$ cat src/rtl/left_normalizer_11.sv
// left_normalizer_11: post-add fp16 significand normalizer, one barrel stage (8,4,2,1) per clock.
// Optional FP_NORM_STICKY_EN adds out_sticky carrying the bit lost on the carry right-shift.
module left_normalizer_11 #(
  parameter int WIDTH = 11,
  parameter int EXP_W = 5,
  parameter int NSTG  = 4
) (
  input  logic             clk,
  input  logic             rst_n,
  input  logic             in_valid,
  output logic             in_ready,
  input  logic [WIDTH:0]   in_mant,
  input  logic [EXP_W-1:0] in_exp,
  output logic             out_valid,
  input  logic             out_ready,
  output logic [WIDTH-1:0] out_mant,
  output logic [EXP_W-1:0] out_exp,
  output logic             out_zero,
`ifdef FP_NORM_STICKY_EN
  output logic             out_sticky,
`endif
  output logic             out_ovf
);
  localparam int KW = (NSTG > 1) ? $clog2(NSTG) : 1;
  localparam logic [1:0] S_IDLE  = 2'd0;
  localparam logic [1:0] S_SHIFT = 2'd1;
  localparam logic [1:0] S_DONE  = 2'd2;
  logic [1:0]       state_q, state_d;
  logic [WIDTH-1:0] mant_q, mant_d;
  logic [EXP_W-1:0] exp_q, exp_d;
  logic [KW-1:0]    k_q, k_d;
  logic             zero_q, zero_d, ovf_q, ovf_d;
`ifdef FP_NORM_STICKY_EN
  logic             sticky_q, sticky_d;
`endif
  logic             idle, hit, last, ovf_c;
  logic [EXP_W-1:0] e_in, st_e, nx_e;
  logic [EXP_W:0]   e_inc;
  logic [WIDTH-1:0] st_m, nx_m;
  logic [KW-1:0]    st_k;
  int               sh;
  // The accept edge already performs the widest stage so the shift path totals NSTG edges.
  always_comb begin
    idle  = state_q == S_IDLE;
    e_in  = (in_exp == '0) ? EXP_W'(1) : in_exp;
    e_inc = {1'b0, e_in} + 1'b1;
    ovf_c = e_inc >= {1'b0, {EXP_W{1'b1}}};
    st_m  = idle ? in_mant[WIDTH-1:0] : mant_q;
    st_e  = idle ? e_in : exp_q;
    st_k  = idle ? KW'(NSTG - 1) : k_q;
    sh    = 1 << st_k;
    hit   = ((st_m >> (WIDTH - sh)) == '0) && (int'(st_e) > sh);
    nx_m  = hit ? st_m << sh : st_m;
    nx_e  = hit ? st_e - EXP_W'(sh) : st_e;
    last  = st_k == '0;
    state_d = state_q;
    mant_d  = mant_q;
    exp_d   = exp_q;
    k_d     = k_q;
    zero_d  = zero_q;
    ovf_d   = ovf_q;
`ifdef FP_NORM_STICKY_EN
    sticky_d = sticky_q;
`endif
    if (idle && in_valid) begin
      zero_d  = 1'b0;
      ovf_d   = 1'b0;
      state_d = S_DONE;
`ifdef FP_NORM_STICKY_EN
      sticky_d = in_mant[WIDTH] & in_mant[0];
`endif
      if (in_mant[WIDTH]) begin
        ovf_d  = ovf_c;
        mant_d = ovf_c ? '0 : in_mant[WIDTH:1];
        exp_d  = ovf_c ? '1 : e_inc[EXP_W-1:0];
      end else if (in_mant == '0) begin
        zero_d = 1'b1;
        mant_d = '0;
        exp_d  = '0;
      end else if (in_mant[WIDTH-1]) begin
        mant_d = in_mant[WIDTH-1:0];
        exp_d  = e_in;
      end else begin
        mant_d  = nx_m;
        exp_d   = (last && !nx_m[WIDTH-1]) ? '0 : nx_e;
        k_d     = st_k - 1'b1;
        state_d = last ? S_DONE : S_SHIFT;
      end
    end else if (state_q == S_SHIFT) begin
      mant_d  = nx_m;
      exp_d   = (last && !nx_m[WIDTH-1]) ? '0 : nx_e;
      k_d     = st_k - 1'b1;
      state_d = last ? S_DONE : S_SHIFT;
    end else if (state_q == S_DONE && out_ready) begin
      state_d = S_IDLE;
    end
  end
  always_ff @(posedge clk or negedge rst_n) begin
    if (!rst_n) begin
      state_q <= S_IDLE;
      mant_q  <= '0;
      exp_q   <= '0;
      k_q     <= '0;
      zero_q  <= 1'b0;
      ovf_q   <= 1'b0;
`ifdef FP_NORM_STICKY_EN
      sticky_q <= 1'b0;
`endif
    end else begin
      state_q <= state_d;
      mant_q  <= mant_d;
      exp_q   <= exp_d;
      k_q     <= k_d;
      zero_q  <= zero_d;
      ovf_q   <= ovf_d;
`ifdef FP_NORM_STICKY_EN
      sticky_q <= sticky_d;
`endif
    end
  end
  assign in_ready  = state_q == S_IDLE;
  assign out_valid = state_q == S_DONE;
  assign out_mant  = mant_q;
  assign out_exp   = exp_q;
  assign out_zero  = zero_q;
  assign out_ovf   = ovf_q;
`ifdef FP_NORM_STICKY_EN
  assign out_sticky = sticky_q;
`endif
endmodule

$ cat config.mk
export PLATFORM = sky130hd
export DESIGN_NAME = left_normalizer_11
export DESIGN_NICKNAME = d
export VERILOG_FILES = /design/src/rtl/left_normalizer_11.sv
export SDC_FILE = /design/constraint.sdc
export NUM_CORES = 1
export LEC_CHECK = 0
export ABC_AREA = 1
export CAP_MARGIN = 20
export CORE_UTILIZATION = 45
export CTS_CLUSTER_DIAMETER = 150
export DETAILED_ROUTE_END_ITERATION = 16
export GPL_TIMING_DRIVEN = 0
export PLACE_DENSITY = 0.65
export RECOVER_POWER = 50
export SLEW_MARGIN = 20
export SYNTH_ARGS = -nofsm -noshare
export SYNTH_HDL_FRONTEND = slang
export SYNTH_SLANG_ARGS = --single-unit
$ cat constraint.sdc
create_clock -name clk -period 5.11 [get_ports clk]
set_clock_uncertainty 0.2 [all_clocks]
set_input_delay 1.022 -clock clk [delete_from_list [all_inputs] [get_ports clk]]
set_output_delay 1.022 -clock clk [all_outputs]
set_load 0.005 [all_outputs]
==> impl_metrics.yaml <==
outcome:
  status: "completed"
sta:
  rsz0062_at_grt: "false"
  fin_crit_ns: 4.34
  setup_viol: 0
  slew_headroom_pct: 14.9
  hold_ws_ns: 0.290
  worst_pin_slew_ns: 1.28
  final-hold-violation-count: 0
  max_freq_mhz: 231
  slew_viol_final: 0
  setup_tns_ns: 0
  fin_crit_sh_pct: 84.9
setup_path:
  crit_type: "primary input to register"
  cp.required_ns: 5.06
  max_stage_delay_ns: 0.55
  arrival_ns: 4.29
  crit_chain: "clkdlybuf4s50_1, inv_1, a31oi_1, nand2_1, o21ai_0, ha_1, inv_1, fa_1, nand2_1, inv_1, o21a_1, nor2_1, ha_1, inv_1, o211ai_1, nor2_4, nand2_4, inv_4, buf_6, nand2_1, nand3_1, o211ai_1, nand2_1"
  critPathSlowestCell: "clkdlybuf4s50_1"
  endpoint_kind: "register"
  path_max_fanout: 10
  critPathLaunchType: "primary input"
power:
  seq_power_share_pct: 11.6
  p_total_mw: 2.57
  p_sw_share_pct: 57.0
  internal_power_mw: 1.10
  clock_power_share_pct: 5.1
  p_comb_share_pct: 83.3
  p_switching_mw: 1.46
  p_leak_nw: 1.62
  peakVddDrop_mv: 0.380
  power_density_mw_per_mm2: 794
routing:
  wl_per_cell_um: 15.6
  drtIter0Drc: 316
  vias: 3324
  antenna_left: 0
  route.detailed.drc: 0
  viasPerCell: 5.75
  routed_wirelength_um: 9000
  dr.pass1.iters: 5
global_route:
  grt_usage_pct: 29.5
  grt_pass1_vias: 2892
  grt_first_pass_wirelength_um: 14300
  antenna_found_initial: 0
  overflow: 0
  grt_max_degree: 23
hold_path:
  hold_class: "register to register"
cts:
  clock-root-buffer: "clkbuf_8"
  cts.sink_count: 22
  cts_buffers: 3
  ctsResizeCount: 0
  clockBufferDepth: 2
  cts_tree: "built"
  clk_latency_ns: 0.27
  postCtsSetupBuffers: 0
  cts-hold-fix-buffers: 0
  htree_levels: 1
  clk_pin_slew_ns: 0.08
die:
  die_w_um: 79.4
  rows: 27
  dieArea_mm2: 0.00631
  core_mm2: 0.00564
  start_util_pct: 47.8
  ios: 41
  die_h_um: 79.4
logic_synthesis:
  yosys_warnings: 0
  syn_area_per_cell_um2: 5.84
  synth_fp_nets: 493
  syn-cell-area_mm2: 0.00270
  ys_seq_elements: 22
  yosysTopAreaCell: "nand2_1"
  ys_seq_area_share_pct: 20.4
  netlist.area_leader.share_pct: 20.4
  ys_top_cells_by_area: "nand2_1, dfrtp_1, nand3_1, o21ai_0, inv_1"
  synthCells: 462
  synth_cell_types: 35
final_layout:
  syn_to_final_growth_pct: 20.0
  antenna_cells: 0
  fillerInstances: 610
  multi_input_area_mm2: 0.00187
  seq_area_um2: 551
  drive_gt1_share_pct: 7.11
  nNetsFinal: 538
job:
  maxCapViolCount: 0
placed_design:
  place_hpwl_um: 7280
  io_buffers: 40
  place_congestion: 0.908
[cells in the final DEF, fill, tap and decap left out, types with 3 or more instances in the layout]
master           instances
nand3_2                  3
clkdlybuf4s50_1         29
dlygate4sd3_1           10
ha_1                     9
nand3_1                 70
clkbuf_8                 4
dfrtp_1                 22
buf_2                    6
buf_6                    4
a21oi_1                 28
nand4_1                  9
nand2_2                 11
nor2_1                  27
o21ai_0                 37
o21ai_1                  6
clkbuf_1                11
o211ai_1                 9
nand2_1                147
inv_1                   39
[power by group through the flow]
stage	logic [mW]	clock network (mW)	registers (mW)
CTS	2.12	0.138	0.300
floorplan	1.54	0	0.301
global placement	2.10	0	0.300
detailed placement	2.11	0	0.302
global route	2.38	0.145	0.308
finish	2.14	0.132	0.298
[final cells by class]
| class | count | share of cell area, % |
|---|---|---|
| clock buffers | 4 | 1.70 |
| repair buffers | 40 | 12.2 |
| well taps | 72 | 2.78 |
| flip-flops and latches | 22 | 17.0 |
| plain buffers | 21 | 3.63 |
| multi-input cells | 377 | 57.8 |
| inverters | 42 | 4.95 |
[cells by family (layout without fill, tap and decap cells)]
| group | Yosys count | in the layout | synth area share, % |
|---|---|---|---|
| AO/OA/AOI/OAI | 89 | 89 | 18.2 |
| adder cells (fa/ha/maj) | 10 | 10 | 4.91 |
| flip-flops | 22 | 22 | 20.4 |
| AND/OR/NAND/NOR | 276 | 276 | 45.6 |
| buffers and inverters | 63 | 107 | 10.3 |
| XOR/XNOR | 2 | 2 | 0.649 |
[Yosys cell counts]
master    count
inv_1        39
a41oi_1       1
and2_1        2
nor2_4        1
nor2_2        1
clkbuf_2      1
nand2_2      11
fa_1          1
inv_4         1
nand4_1       9
nor2_1       27
inv_2         1
nand2_4       2
a211oi_1      1
o211ai_1      9
nand3_2       3
nor4_1        2
clkinv_1      1
nand3_1      70
o21ai_0      37
ha_1          9
clkbuf_1     10
a21boi_1      1
nand2_1     147
a31oi_1       2
o21ai_1       6
o21a_1        2
a31o_2        1
and3_1        1
o21bai_1      1
a21oi_1      28
dfrtp_1      22
xor2_1        2
buf_2         6
buf_6         4
[state kept, by name, indices dropped and copies added (netlist names)]
register,cells
out_ovf,1
k_q,2
state_q,2
out_mant,11
out_zero,1
out_exp,5
[worst max-delay path, delay by kind of cell]
kind	cells	cell delay, ns
fa+ha+maj	3	0.73
compound gates	5	0.85
simple gates	8	0.67
buf+inv	7	1.01
[through the flow]
stage               instance area, um2  worst slack [ns]  util [%]  instances
floorplan                         2700              1.53         -        462
global placement                  3190             0.508      56.5        574
detailed placement                3190             0.486      56.5        574
CTS                               3240             0.774      57.5        578
global route                      3240             0.561      57.4        578
finish                            3240             0.773      57.4        578
[final timing paths]
path	from	endpoint	slack [ns]	cells after the start
worst min register to register	out_zero$_DFFE_PN0P_	out_zero$_DFFE_PN0P_	0.29	2
worst min-delay path	out_zero$_DFFE_PN0P_	out_zero$_DFFE_PN0P_	0.29	2
worst max register to register	state_q[0]$_DFFE_PN0P_	out_mant[3]$_DFFE_PN0P_	0.85	24
min in group asynchronous	rst_n	out_mant[4]$_DFFE_PN0P_	0.81	1
max in group asynchronous	rst_n	out_zero$_DFFE_PN0P_	3.15	1
worst max-delay path	in_exp[1]	out_mant[3]$_DFFE_PN0P_	0.77	23
[layer usage]
layer / GRT usage [%] / wire length, um
met2: 44.0 / 3890
met5: 0 / 0
met1: 44.7 / 4350
met4: 4.91 / 91
met3: 4.23 / 664
Note: power is estimated with default switching activity, not from simulation.
